<file path="src/rtl/c3lib_dbnc_filter_pkg.sv">
// c3lib_dbnc_filter_pkg
//   Shared definitions for the debounce filter: the four-state FSM encoding,
//   default parameter constants and small state-decode helpers.
package c3lib_dbnc_filter_pkg;

    typedef enum logic [1:0] {
        S_LO  = 2'd0,   // settled low
        S_QHI = 2'd1,   // low, qualifying a rise
        S_HI  = 2'd2,   // settled high
        S_QLO = 2'd3    // high, qualifying a fall
    } dbnc_state_e;

    localparam int DBNC_STABLE_CYC = 4;
    localparam int DBNC_CNT_W      = 4;
    localparam int DBNC_GLT_W      = 8;

    // Filtered level is high while settled high or while a fall is still unproven.
    function automatic logic dbnc_is_high(input dbnc_state_e s);
        return (s == S_HI) || (s == S_QLO);
    endfunction

    function automatic logic dbnc_is_qual(input dbnc_state_e s);
        return (s == S_QHI) || (s == S_QLO);
    endfunction

endpackage

</file>
<file path="src/rtl/c3lib_sat_ctr.sv">
// c3lib_sat_ctr
//   Saturating up-counter with synchronous active-low clear.
//   Ports:
//     clk   - clock
//     clr_n - synchronous clear, active-low (wins over inc)
//     inc   - increment enable for this cycle
//     cnt   - current count, sticks at all-ones
module c3lib_sat_ctr #(
    parameter int WIDTH = 8
) (
    input  logic             clk,
    input  logic             clr_n,
    input  logic             inc,
    output logic [WIDTH-1:0] cnt
);

    localparam logic [WIDTH-1:0] CNT_MAX = '1;

    function automatic logic [WIDTH-1:0] sat_inc(input logic [WIDTH-1:0] v);
        return (v == CNT_MAX) ? CNT_MAX : v + WIDTH'(1);
    endfunction

    always_ff @(posedge clk) begin
        if (!clr_n) begin
            cnt <= '0;
        end else if (inc) begin
            cnt <= sat_inc(cnt);
        end
    end

endmodule

</file>
<file path="src/rtl/c3lib_dbnc_filter.sv">
// c3lib_dbnc_filter
//   Debounce filter for a synchronous 1-bit level. A new level is accepted
//   only after STABLE_CYC consecutive identical samples; shorter excursions
//   are rejected and counted as glitches.
//   Ports:
//     clk        - clock, all state on rising edge
//     rst_n      - synchronous reset, active-low
//     en         - filter enable; low freezes all state
//     data_in    - raw level (already synchronous)
//     data_out   - filtered level (registered)
//     rise_pulse - one-cycle strobe with data_out 0->1
//     fall_pulse - one-cycle strobe with data_out 1->0
//     qual_busy  - high while a transition is being qualified
//     glitch_cnt - saturating count of rejected transitions
module c3lib_dbnc_filter
    import c3lib_dbnc_filter_pkg::*;
#(
    parameter int STABLE_CYC = DBNC_STABLE_CYC,
    parameter int CNT_W      = DBNC_CNT_W,
    parameter int GLT_W      = DBNC_GLT_W
) (
    input  logic             clk,
    input  logic             rst_n,
    input  logic             en,
    input  logic             data_in,
    output logic             data_out,
    output logic             rise_pulse,
    output logic             fall_pulse,
    output logic             qual_busy,
    output logic [GLT_W-1:0] glitch_cnt
);

    // Count value at which the next matching sample completes qualification.
    localparam logic [CNT_W-1:0] CNT_LAST = CNT_W'(STABLE_CYC - 1);

    dbnc_state_e      state, state_nxt;
    logic [CNT_W-1:0] cnt, cnt_nxt;
    logic             glitch;

    // Next-state / qualification counter. With en low everything keeps its
    // value, so the held cnt is where qualification resumes.
    always_comb begin
        state_nxt = state;
        cnt_nxt   = cnt;
        glitch    = 1'b0;
        if (en) begin
            case (state)
                S_LO: begin
                    if (data_in) begin
                        if (STABLE_CYC == 1) begin
                            state_nxt = S_HI;
                        end else begin
                            state_nxt = S_QHI;
                            cnt_nxt   = CNT_W'(1);
                        end
                    end
                end
                S_QHI: begin
                    if (data_in) begin
                        if (cnt == CNT_LAST) begin
                            state_nxt = S_HI;
                            cnt_nxt   = '0;
                        end else begin
                            cnt_nxt = cnt + CNT_W'(1);
                        end
                    end else begin
                        state_nxt = S_LO;
                        cnt_nxt   = '0;
                        glitch    = 1'b1;
                    end
                end
                S_HI: begin
                    if (!data_in) begin
                        if (STABLE_CYC == 1) begin
                            state_nxt = S_LO;
                        end else begin
                            state_nxt = S_QLO;
                            cnt_nxt   = CNT_W'(1);
                        end
                    end
                end
                S_QLO: begin
                    if (!data_in) begin
                        if (cnt == CNT_LAST) begin
                            state_nxt = S_LO;
                            cnt_nxt   = '0;
                        end else begin
                            cnt_nxt = cnt + CNT_W'(1);
                        end
                    end else begin
                        state_nxt = S_HI;
                        cnt_nxt   = '0;
                        glitch    = 1'b1;
                    end
                end
                default: begin
                    state_nxt = S_LO;
                    cnt_nxt   = '0;
                end
            endcase
        end
    end

    // Outputs are decoded from the next state and registered, so they line
    // up with the state register. A glitch returns to the settled state it
    // came from, which never counts as an entry into S_HI/S_LO for pulses.
    always_ff @(posedge clk) begin
        if (!rst_n) begin
            state      <= S_LO;
            cnt        <= '0;
            data_out   <= 1'b0;
            rise_pulse <= 1'b0;
            fall_pulse <= 1'b0;
            qual_busy  <= 1'b0;
        end else begin
            state      <= state_nxt;
            cnt        <= cnt_nxt;
            data_out   <= dbnc_is_high(state_nxt);
            qual_busy  <= dbnc_is_qual(state_nxt);
            rise_pulse <= (state_nxt == S_HI) && (state == S_LO || state == S_QHI);
            fall_pulse <= (state_nxt == S_LO) && (state == S_HI || state == S_QLO);
        end
    end

    c3lib_sat_ctr #(
        .WIDTH (GLT_W)
    ) u_glitch_ctr (
        .clk   (clk),
        .clr_n (rst_n),
        .inc   (glitch),
        .cnt   (glitch_cnt)
    );

endmodule

</file>
<file path="config.mk">
export PLATFORM = sky130hd
export DESIGN_NAME = c3lib_dbnc_filter
export DESIGN_NICKNAME = d
export VERILOG_FILES = /design/src/rtl/c3lib_dbnc_filter_pkg.sv /design/src/rtl/c3lib_sat_ctr.sv /design/src/rtl/c3lib_dbnc_filter.sv
export SDC_FILE = /design/constraint.sdc
export NUM_CORES = 1
export LEC_CHECK = 0
export ABC_AREA = 1
export CAP_MARGIN = 20
export CORE_MARGIN = 5
export CORE_UTILIZATION = 45
export CTS_CLUSTER_SIZE = 25
export DETAILED_ROUTE_END_ITERATION = 7
export PLACE_DENSITY = 0.7
export SYNTH_ARGS = -nofsm -noshare
export SYNTH_HDL_FRONTEND = slang
export SYNTH_SLANG_ARGS = --single-unit
export TNS_END_PERCENT = 20
</file>
<file path="constraint.sdc">
create_clock -name clk -period 1.6 [get_ports clk]
set_input_delay 0.48 -clock clk [delete_from_list [all_inputs] [get_ports clk]]
set_output_delay 0.48 -clock clk [all_outputs]
set_load 0.01 [all_outputs]
</file>
==> key figures <==
Synth
  • Ys Warns: 0
  • Largest area contributor in the netlist: dfxtp_1
  • Most common cell in the netlist: nand2_1
  • Mean Syn Cell Area: around 7.7 um^2
  • Mapped Cells: 120
  • Ys async rst share: 0%
  • Post-synth top area share: about 37%
  • Register area share after synthesis: between 30% and 40%
  • Main synth FF type: dfxtp_1
  • Syn Nets: approximately 130
  • EDFF count, synth: 0
  • Library cells used by synthesis: 25
  • Synth Register Bits: 17
  • Area contributors post-synth: dfxtp_1 (37%), nand2_1 (10%), nand3_1 (8.7%), nand2_4 (7.3%), a21oi_1 (5.4%)
  • Post-Syn Area: around 900 um^2
  • Synth cell count leaders: nand2_1 (25), dfxtp_1 (17), nand3_1 (16), a21oi_1 (10), nor2_1 (10)

Placement
  • Pre-CTS setup slack: -0.2072 ns
  • Final GP Congestion: 0.8522
  • Hpwl dp: ~1700 um
  • Port bufs: 15
  • Placed cell area: ~1200 um^2

Route
  • Drt first pass iters: 4
  • DR DRC count: 0
  • Total number of vias: 906
  • WL/cell: around 12 um
  • Number of vias per cell: 5.061
  • Post-route ant nets: 0
  • Final wirelength: 2069 um
  • DRT iter0 DRCs: 14

Worst setup path
  • CP arrival: 1.74 ns
  • RR Endpoint: u_glitch_ctr.cnt[3]$_SDFFE_PN0P_
  • Critical path type: in -> reg
  • Startpoint Class: input pin
  • Worst-path fanout max: 8
  • Crit. End Element: flip-flop
  • Reg2reg start: u_glitch_ctr.cnt[0]$_SDFFE_PN0P_
  • Worst EP required: between 1.5 and 2 ns
  • Worst r2r path cells: 8
  • R2r setup slk: 0.23 ns

Final layout
  • Layout cell share with drive strength beyond 1: a little under a quarter
  • Final #Nets: around 160
  • Fillcell total: 206
  • Area grow syn2layout: 32.47%
  • Final instance area: 1220 um^2
  • N_diodes: 0

Worst hold path
  • WHS Endpoint: u_glitch_ctr.cnt[4]$_SDFFE_PN0P_
  • Hold crit path type: reg -> reg
  • Hold wc startpoint: u_glitch_ctr.cnt[4]$_SDFFE_PN0P_
  • Hold path depth: 2

Power
  • Pwr Total: around 0.00074 W
  • Gate power share: between 10% and 20%
  • Internal power: around 0.00056 W
  • Flop pwr share: 58.3%
  • Pwr Density: ~610 nW/um^2
  • Worst vdd ir: 0.0005079 V
  • Psw: 0.0001786 W
  • Switching Fraction: 24.11%
  • Clock power frac: a little under a third
  • Lkg Pwr: 0.5694 nW

Global route
  • GRT overflow: 0
  • Initial antenna violation count: 0
  • Vias in the first global route: between 800 and 900
  • Total track usage: between 10 and 15%
  • Largest net degree at the start of global routing: 10
  • First-pass GRT wire length: between 3000 and 4000 um

Die
  • I/O Pins: 16
  • Full die area: 3051 um^2
  • Core area: about 2000 um^2
  • Row Count: 16
  • Die height: around 55 um
  • Die width: between 50 and 60 um
  • Starting Density: ~47%

Timing
  • # setup viols final: 0
  • Worst Tran Pin Value: between 0.2 and 0.25 ns
  • Final min period: approximately 1.5 ns
  • Slew Viols, Final: 0
  • Clk_skew: 0.005761 ns
  • Setup ws final: approximately 0.085 ns
  • RSZ-0062 raised after global routing: false
  • Max Clock Freq: 660.0 MHz
  • Max_slew headroom: a little under nine tenths
  • Final hold viol count: 0
  • Period utilization: between 90% and 100%

Clock network
  • Setup bufs post-CTS: 0
  • Worst-Skew Late Latency: a little under 0.3 ns
  • Root Driver: clkbuf_4
  • CTS tree: yes
  • Longest Clk Path Bufs: 2
  • # H-tree levels: 1
  • Clock sinks: 17
  • Inserted Clock Buffers: 3
  • Clock Pin Slew Worst Setup and Hold Paths: about 0.10 ns

Flow run
  • Max cap viols: 0

Outcome
  • Status: finished clean
-- repair_timing --
action / 4_1_cts / 5_1_grt
hold buffers: 0 / 0
endpoints found under the setup margin: 12 / 0
resized for setup: 15 / 0
-- sequential cells by signal (all words and copies together) (netlist names) --
name,cells
u_glitch_ctr.cnt,8
cnt,4
data_out,1
fall_pulse,1
qual_busy,1
rise_pulse,1
state,1
-- through the flow --
stage | TNS [ns] | std cells | util (%) | hold WS [ns]
finish | 0 | 179 | 62.18 | 0.4997
global route | 0 | 179 | 62.18 | 0.5284
CTS | 0 | 179 | 62.18 | 0.4996
detailed placement | -1.856 | 175 | 61.42 | 0.5075
global placement | -1.373 | 175 | 61.42 | 0.4876
floorplan | 0 | 120 | - | 0.4732
-- routing by layer --
layer	global-route usage (%)	vias to the layer above	part of all wire, %
met5	0	-	0
met4	5.208	0	0.34
met3	2.564	2	3.0
met2	26.69	11	51
met1	16.45	424	45
li1	-	469	-
-- logic make-up (layout without fill, tap and decap cells) --
family / after synthesis / count (layout) / synth area share, %
fa+ha+maj: 2 / 2 / 2.717
buf+inv: 13 / 45 / 5.978
flops: 17 / 17 / 36.96
compound gates: 17 / 17 / 9.919
xor+xnor: 1 / 1 / 0.9513
simple gates: 70 / 70 / 43.48
-- worst max-delay path, cell delays in order --
cell             delay, ns
clkdlybuf4s50_1       0.56
inv_2                 0.06
nand2_4               0.09
nand2_4               0.09
nor2_8                0.14
buf_4                 0.14
o21ai_1               0.05
a21oi_1               0.12
-- worst max-delay path by stage --
stage | start | endpoint | slack (ns) | depth (start not counted)
after floorplan | u_glitch_ctr.cnt[0]$_SDFFE_PN0P_ | u_glitch_ctr.cnt[4]$_SDFFE_PN0P_ | 0.36 | 6
after global placement | data_in | u_glitch_ctr.cnt[5]$_SDFFE_PN0P_ | -0.16 | 10
after detailed placement | data_in | u_glitch_ctr.cnt[5]$_SDFFE_PN0P_ | -0.21 | 10
after CTS | data_in | u_glitch_ctr.cnt[1]$_SDFFE_PN0P_ | 0.10 | 8
after global routing | data_in | u_glitch_ctr.cnt[1]$_SDFFE_PN0P_ | 0.003 | 8
final | data_in | u_glitch_ctr.cnt[1]$_SDFFE_PN0P_ | 0.08 | 8
-- placed cells by master, fill, tap and decap left out, types with 2 or more instances in the layout --
master and instances:
dfxtp_1 14, a21oi_1 10, clkdlybuf4s50_1 3, a211oi_1 2
clkbuf_4 3, dfxtp_2 3, inv_2 3, o21ai_1 4
nor3_1 2, ha_1 2, dlygate4sd2_1 12, nand3b_1 2
or2_0 2, buf_4 14, inv_1 8, nand2_4 6
nand3_1 16, nor2_1 10, nand2_1 25
-- cell type report --
cell class | count | area [um^2] | share of cell area, %
Clock buffer | 4 | 26.28 | 2.154
Sequential cell | 17 | 344.1 | 28.21
Tap cell | 27 | 33.78 | 2.769
Inverter | 12 | 50.05 | 4.103
Multi-Input combinational cell | 90 | 525.5 | 43.08
Timing Repair Buffer | 29 | 240.2 | 19.69
-- power groups by stage --
stage,sequential [W],combinational (W),clock (W)
global placement,0.000441,0.0000834,0
floorplan,0.000445,0.0000428,0
finish,0.000432,0.0000837,0.000225
detailed placement,0.000442,0.0000859,0
CTS,0.000432,0.0000842,0.000236
global route,0.000433,0.0000914,0.000252
No activity file was read; power rests on OpenSTA's default activity.
